--- config.mk ---
export PLATFORM = sky130hd
export DESIGN_NAME = poly_key_voice_alloc
export DESIGN_NICKNAME = d
export VERILOG_FILES = /design/src/rtl/poly_key_voice_alloc.sv
export SDC_FILE = /design/constraint.sdc
export NUM_CORES = 1
export LEC_CHECK = 0
export CAP_MARGIN = 25
export CORE_ASPECT_RATIO = 0.5
export CORE_MARGIN = 2
export CORE_UTILIZATION = 60
export DETAILED_ROUTE_END_ITERATION = 7
export GPL_TIMING_DRIVEN = 1
export PLACE_DENSITY = 0.88
export SLEW_MARGIN = 5
export SYNTH_ARGS = -nofsm -noshare
export SYNTH_HDL_FRONTEND = slang
export SYNTH_SLANG_ARGS = --single-unit
--- constraint.sdc ---
create_clock -name clk -period 6.8 [get_ports clk]
set_clock_uncertainty 0.05 [all_clocks]
set_input_delay 1.7 -clock clk [delete_from_list [all_inputs] [get_ports clk]]
set_output_delay 1.7 -clock clk [all_outputs]
set_load 0.1 [all_outputs]
--- src/rtl/poly_key_voice_alloc.sv ---
// rtl/poly_key_voice_alloc.sv - PS/2 scan-code decoder with polyphonic voice allocation.
// Make codes claim a voice slot (oldest stolen when full); break codes free it.
module poly_key_voice_alloc #(
    parameter int NUM_VOICES = 4,
    parameter int NOTE_W     = 7,
    parameter int RANK_W     = 3
) (
    input  logic                         clk,
    input  logic                         resetn,
    input  logic                         scan_valid,
    input  logic [7:0]                   scan_code,
    input  logic [2:0]                   GLOBAL_octave,
    output logic [NUM_VOICES*NOTE_W-1:0] voice_note,
    output logic [NUM_VOICES-1:0]        voice_active,
    output logic [NUM_VOICES-1:0]        voice_trig,
    output logic [3:0]                   held_count
);

    localparam int                 IDX_W   = (NUM_VOICES > 1) ? $clog2(NUM_VOICES) : 1;
    localparam logic [RANK_W-1:0]  OLDEST  = RANK_W'(NUM_VOICES - 1);
    localparam logic [NOTE_W-1:0]  NO_NOTE = '1;

    typedef enum logic [1:0] {S_IDLE, S_BRK, S_EXT, S_EXT_BRK} state_t;

    // Result packing: {hit, octave offset (3-bit signed), semitone}
    function automatic logic [7:0] key_lookup(input logic [7:0] code);
        logic [7:0] res;
        case (code)
            8'h15: res = {1'b1, 3'b000, 4'd0};
            8'h1E: res = {1'b1, 3'b000, 4'd1};
            8'h1D: res = {1'b1, 3'b000, 4'd2};
            8'h26: res = {1'b1, 3'b000, 4'd3};
            8'h24: res = {1'b1, 3'b000, 4'd4};
            8'h2D: res = {1'b1, 3'b000, 4'd5};
            8'h2E: res = {1'b1, 3'b000, 4'd6};
            8'h2C: res = {1'b1, 3'b000, 4'd7};
            8'h36: res = {1'b1, 3'b000, 4'd8};
            8'h35: res = {1'b1, 3'b000, 4'd9};
            8'h3D: res = {1'b1, 3'b000, 4'd10};
            8'h3C: res = {1'b1, 3'b000, 4'd11};
            8'h43: res = {1'b1, 3'b001, 4'd0};
            8'h46: res = {1'b1, 3'b001, 4'd1};
            8'h44: res = {1'b1, 3'b001, 4'd2};
            8'h45: res = {1'b1, 3'b001, 4'd3};
            8'h4D: res = {1'b1, 3'b001, 4'd4};
            8'h54: res = {1'b1, 3'b001, 4'd5};
            8'h55: res = {1'b1, 3'b001, 4'd6};
            8'h5B: res = {1'b1, 3'b001, 4'd7};
            8'h1A: res = {1'b1, 3'b111, 4'd0};
            8'h1B: res = {1'b1, 3'b111, 4'd1};
            8'h22: res = {1'b1, 3'b111, 4'd2};
            8'h23: res = {1'b1, 3'b111, 4'd3};
            8'h21: res = {1'b1, 3'b111, 4'd4};
            8'h2A: res = {1'b1, 3'b111, 4'd5};
            8'h34: res = {1'b1, 3'b111, 4'd6};
            8'h32: res = {1'b1, 3'b111, 4'd7};
            8'h33: res = {1'b1, 3'b111, 4'd8};
            8'h31: res = {1'b1, 3'b111, 4'd9};
            8'h3B: res = {1'b1, 3'b111, 4'd10};
            8'h3A: res = {1'b1, 3'b111, 4'd11};
            8'h41: res = {1'b1, 3'b110, 4'd0};
            8'h4B: res = {1'b1, 3'b110, 4'd1};
            8'h49: res = {1'b1, 3'b110, 4'd2};
            8'h4C: res = {1'b1, 3'b110, 4'd3};
            8'h4A: res = {1'b1, 3'b110, 4'd4};
            default: res = 8'h00;
        endcase
        return res;
    endfunction

    state_t                 r_state;
    state_t                 w_state_n;
    logic [NOTE_W-1:0]      r_note [NUM_VOICES];
    logic [7:0]             r_key  [NUM_VOICES];
    logic [RANK_W-1:0]      r_rank [NUM_VOICES];
    logic [NUM_VOICES-1:0]  r_active;
    logic [NUM_VOICES-1:0]  r_trig;
    logic [3:0]             r_held;

    logic                   w_make;
    logic                   w_brk;
    logic [7:0]             w_map;
    logic signed [7:0]      w_oct_sum;
    logic signed [7:0]      w_note_s;
    logic                   w_note_ok;

    logic [NUM_VOICES-1:0]  w_key_hit;
    logic                   w_free_found;
    logic [IDX_W-1:0]       w_free_idx;
    logic [IDX_W-1:0]       w_old_idx;
    logic [IDX_W-1:0]       w_hit_idx;
    logic [IDX_W-1:0]       w_sel;

    logic [NOTE_W-1:0]      w_note_n [NUM_VOICES];
    logic [7:0]             w_key_n  [NUM_VOICES];
    logic [RANK_W-1:0]      w_rank_n [NUM_VOICES];
    logic [NUM_VOICES-1:0]  w_active_n;
    logic [NUM_VOICES-1:0]  w_trig_n;
    logic [3:0]             w_held_n;
    logic [RANK_W-1:0]      w_pivot;

    always_comb begin
        w_state_n = r_state;
        w_make    = 1'b0;
        w_brk     = 1'b0;
        if (scan_valid) begin
            case (r_state)
                S_IDLE: begin
                    if (scan_code == 8'hE0)      w_state_n = S_EXT;
                    else if (scan_code == 8'hF0) w_state_n = S_BRK;
                    else                         w_make    = 1'b1;
                end
                S_BRK: begin
                    w_brk     = 1'b1;
                    w_state_n = S_IDLE;
                end
                S_EXT:     w_state_n = (scan_code == 8'hF0) ? S_EXT_BRK : S_IDLE;
                S_EXT_BRK: w_state_n = S_IDLE;
                default:   w_state_n = S_IDLE;
            endcase
        end
    end

    // Octave sum stays in 0..10, so the 8-bit signed note never overflows.
    always_comb begin
        w_map     = key_lookup(scan_code);
        w_oct_sum = $signed({5'b0, GLOBAL_octave}) + 8'sd2 + $signed({{5{w_map[6]}}, w_map[6:4]});
        w_note_s  = $signed({4'b0, w_map[3:0]}) + 8'sd12 * w_oct_sum;
        w_note_ok = w_map[7] && (w_note_s >= 8'sd0) && (w_note_s <= 8'sd107);
    end

    // Downward scan so the lowest matching index wins.
    always_comb begin
        w_key_hit    = '0;
        w_free_found = 1'b0;
        w_free_idx   = '0;
        w_old_idx    = '0;
        w_hit_idx    = '0;
        for (int i = NUM_VOICES - 1; i >= 0; i--) begin
            w_key_hit[i] = r_active[i] && (r_key[i] == scan_code);
            if (!r_active[i]) begin
                w_free_found = 1'b1;
                w_free_idx   = IDX_W'(i);
            end
            if (r_active[i] && (r_rank[i] == OLDEST)) w_old_idx = IDX_W'(i);
            if (w_key_hit[i]) w_hit_idx = IDX_W'(i);
        end
        w_sel = w_free_found ? w_free_idx : w_old_idx;
    end

    always_comb begin
        w_note_n   = r_note;
        w_key_n    = r_key;
        w_rank_n   = r_rank;
        w_active_n = r_active;
        w_trig_n   = '0;
        w_held_n   = r_held;
        w_pivot    = OLDEST;
        if (w_make && w_note_ok && !(|w_key_hit)) begin
            w_pivot = w_free_found ? OLDEST : r_rank[w_sel];
            for (int i = 0; i < NUM_VOICES; i++) begin
                if (IDX_W'(i) == w_sel) begin
                    w_note_n[i]   = NOTE_W'(w_note_s);
                    w_key_n[i]    = scan_code;
                    w_rank_n[i]   = '0;
                    w_active_n[i] = 1'b1;
                    w_trig_n[i]   = 1'b1;
                end else if (r_active[i] && (r_rank[i] < w_pivot)) begin
                    w_rank_n[i] = r_rank[i] + RANK_W'(1);
                end
            end
            if (w_free_found) w_held_n = r_held + 4'd1;
        end else if (w_brk && (|w_key_hit)) begin
            w_pivot = r_rank[w_hit_idx];
            for (int i = 0; i < NUM_VOICES; i++) begin
                if (IDX_W'(i) == w_hit_idx) begin
                    w_note_n[i]   = NO_NOTE;
                    w_rank_n[i]   = '0;
                    w_active_n[i] = 1'b0;
                end else if (r_active[i] && (r_rank[i] > w_pivot)) begin
                    w_rank_n[i] = r_rank[i] - RANK_W'(1);
                end
            end
            w_held_n = r_held - 4'd1;
        end
    end

    always_ff @(posedge clk or negedge resetn) begin
        if (!resetn) begin
            r_state <= S_IDLE;
            for (int i = 0; i < NUM_VOICES; i++) begin
                r_note[i] <= NO_NOTE;
                r_key[i]  <= 8'h00;
                r_rank[i] <= '0;
            end
            r_active <= '0;
            r_trig   <= '0;
            r_held   <= '0;
        end else begin
            r_state  <= w_state_n;
            r_note   <= w_note_n;
            r_key    <= w_key_n;
            r_rank   <= w_rank_n;
            r_active <= w_active_n;
            r_trig   <= w_trig_n;
            r_held   <= w_held_n;
        end
    end

    always_comb begin
        voice_note = '0;
        for (int i = 0; i < NUM_VOICES; i++) begin
            voice_note[i*NOTE_W +: NOTE_W] = r_note[i];
        end
    end

    assign voice_active = r_active;
    assign voice_trig   = r_trig;
    assign held_count   = r_held;

endmodule

==> summary.md <==
| Metric | Value |
|---|---|
| Post-synth top cells | `62 x nand2_1, 58 x dfrtp_1, 57 x ha_1` |
| Sequential share of the synthesized area | `0.347` |
| Slowest-stage cell, CP | `clkdlybuf4s50_1` |
| Prevailing post-synth register cell | `dfrtp_1` |
| CTS tree | `built` |
| Share of cells above drive strength 1 | `0.256` |
| CTS clock-pin slew for the worst setup and hold paths | `0.06 ns` |
| Diodes inserted | `0` |
| Cell Pwr Density | `about 460 nW/um^2` |
| Most numerous cell in the Yosys netlist | `nand2_1` |
| FF+latch count, synth | `86` |
| Starting Density | `0.616` |
| Clk_lat worst skew | `0.35 ns` |
| Worst path max stage delay | `0.47 ns` |
| Syn Nets | `737` |
| Crit. End Element | `flop` |
| CORE AREA | `10200 sq um` |
| # hold bufs at CTS | `0` |
| Post-synth top area cell | `dfrtp_1` |
| Max Fclk | `0.151 GHz` |
| Synth area leaders | `dfrtp_1 23%, dfstp_2 12%, ha_1 11%` |
| Status | `completed` |
| DRT Pass-1 Iters | `7` |
| Worst path bufs/invs | `4` |
| Die area | `11400 sq um` |
| Overall power | `3.61 mW` |
| Asr flop ratio synth | `1.00` |
| Peak VDD IR | `0.000342 V` |
| Post-route DRC | `0` |
| Critical path arrival | `a little under 7 ns` |
| Slew Limit Fails | `0` |
| Minimum clock period | `6.64 ns` |
| Crit path max fanout | `6` |
| Placer Congestion | `0.958` |
| Tightest Pin Transition | `1.04 ns` |
| Final Setup Violations | `0` |
| First-pass GRT wire length | `30100 um` |
| HPWL Detailed | `~13000 um` |
| Tot GR Track Use | `0.338` |
| Number of synthesized flops with an enable pin | `0` |
| Largest net degree at the start of global routing | `87` |
| Die extent in x | `about 150 um` |
| Lkg Pwr | `~3.5 nW` |
| Syn-to-layout area delta | `26.0%` |
| Fin cells | `between 900 and 1000` |
| Hold WC Path Type | `reg2reg` |
| Filler instances | `approximately 580` |
| Placed cells | `a little under 900` |
| Post-synthesis cell count | `662` |
| Relative slew margins | `0.305` |
| Die extent in y | `76.4 um` |
| Synthesized area per cell | `9.51 sq um` |
| Remaining Overflow, GRT | `0` |
| WL/cell | `21.3 um` |
| First DRT Iteration DRCs | `730` |
| CTS max path bufs | `2` |
| DRT Wirelength | `19600 um` |
| Mapped Area | `approximately 6300 sq um` |
| Clk root buf | `clkbuf_16` |
| CP required | `7.02 ns` |
| Row cnt | `26` |
| Yosys top cell area share | `0.231` |
| Yosys warning count | `0` |
| Initial antenna violation count | `0` |
| Max_cap viols | `0` |
| Most frequent CP cell | `ha_1` |
| Fin crit share | `0.976` |
| CP Class | `in2reg` |
| Via Count | `5991` |
| Cell family with most CP delay | `adder cells` |
| Crit start category | `input pin` |
| Hold slack | `0.425 ns` |
| Ports | `between 50 and 60` |
| PortBufs | `53` |
| Total CTS buffers | `9` |
| Antenna-violating nets left | `0` |
| Clk sink count | `86` |
| Vias in the first global route | `5911` |
| Mean number of vias per cell | `about 6.5` |
| H-Tree Depth | `3` |
| Final hold violations | `0` |
| Nets | `roughly 850` |
| Yosys cell types | `73` |
[power by group]
part	internal (mW)	switching, mW
combinational	0.725	1.43
sequential	0.763	0.208
clock	0.269	0.217
[tightest hold or removal path: stages (launching register included)]
cell,delay (ns)
dfstp_2,0.37
nand2_1,0.04
o21ai_0,0.06
[per-layer routing]
metal | track usage | share of wire
met5 | 0 | 0
met4 | 0.168 | 0.053
met3 | 0.0934 | 0.096
met2 | 0.536 | 0.47
met1 | 0.429 | 0.39
[final cells by class]
| class | count | area (sq um) | area share |
|---|---|---|---|
| clock buffer | 12 | 256 | 0.0323 |
| clock inverter | 4 | 30.0 | 0.00379 |
| inverter | 36 | 138 | 0.0174 |
| multi-input combinational | 510 | 4010 | 0.506 |
| sequential | 86 | 2190 | 0.276 |
| tap | 140 | 175 | 0.0221 |
| timing repair buffer | 129 | 1140 | 0.143 |
[cells in the final DEF, fill, tap and decap left out, types with 28 or more instances in the layout]
cell | Yosys | routed
a21oi_1 | 39 | 35
buf_4 | 3 | 74
clkdlybuf4s50_1 | 0 | 50
dfrtp_1 | 58 | 58
dfstp_2 | 28 | 28
ha_1 | 57 | 51
inv_1 | 34 | 33
mux2_2 | 31 | 31
nand2_1 | 62 | 62
o21ai_0 | 44 | 39
xnor2_1 | 36 | 35
[sequential cells by signal, indices dropped and copies added, names as in the netlist]
signal / flops
r_rank: 12
r_key: 32
r_state: 2
voice_trig: 4
voice_active: 4
held_count: 4
voice_note: 28
[cells by family (layout without fill, tap and decap cells)]
| logic type | Yosys count | in the layout | share of synthesized area |
|---|---|---|---|
| and+or+nand+nor | 186 | 186 | 0.152 |
| AOI/OAI and AO/OA | 176 | 176 | 0.188 |
| DFF | 86 | 86 | 0.347 |
| buffers and inverters | 66 | 181 | 0.0455 |
| adders and majority gates | 61 | 61 | 0.126 |
| muxes | 45 | 45 | 0.0811 |
| xor gates and xnor gates | 42 | 42 | 0.0606 |
[per-stage QoR]
stage / setup TNS (ns) / util / setup WS (ns) / cell area (sq um)
after floorplan: 0 / - / 0.0261 / 6310
after global placement: -4.45 / 0.724 / -0.186 / 7400
after detailed placement: -24.14 / 0.724 / -0.436 / 7400
after CTS: 0 / 0.756 / 0.0284 / 7720
after global routing: -0.0466 / 0.777 / -0.0280 / 7930
final: 0 / 0.777 / 0.164 / 7930
[path summary, 6_finish.rpt]
check / start / endpoint / slack, ns / depth (start not counted)
worst max register to register: r_rank[9]$_DFFE_PN0P_ / r_rank[3]$_DFFE_PN0P_ / 2.33 / 13
worst max-delay path: scan_code[2] / held_count[3]$_DFFE_PN0P_ / 0.16 / 27
worst min-delay path: voice_note[19]$_DFFE_PN1P_ / voice_note[19]$_DFFE_PN1P_ / 0.42 / 2
max in group asynchronous: resetn / voice_note[1]$_DFFE_PN1P_ / 4.89 / 2
worst min register to register: voice_note[19]$_DFFE_PN1P_ / voice_note[19]$_DFFE_PN1P_ / 0.42 / 2
min in group asynchronous: resetn / r_key[21]$_DFFE_PN0P_ / 1.17 / 1
[timing repair]
item / 4_1_cts / 5_1_grt
setup buffers: 2 / 3
setup endpoints to repair: 47 / 75
resized for setup: 5 / 33
pin swaps: 5 / 14
Note: power is estimated with default switching activity, not from simulation.
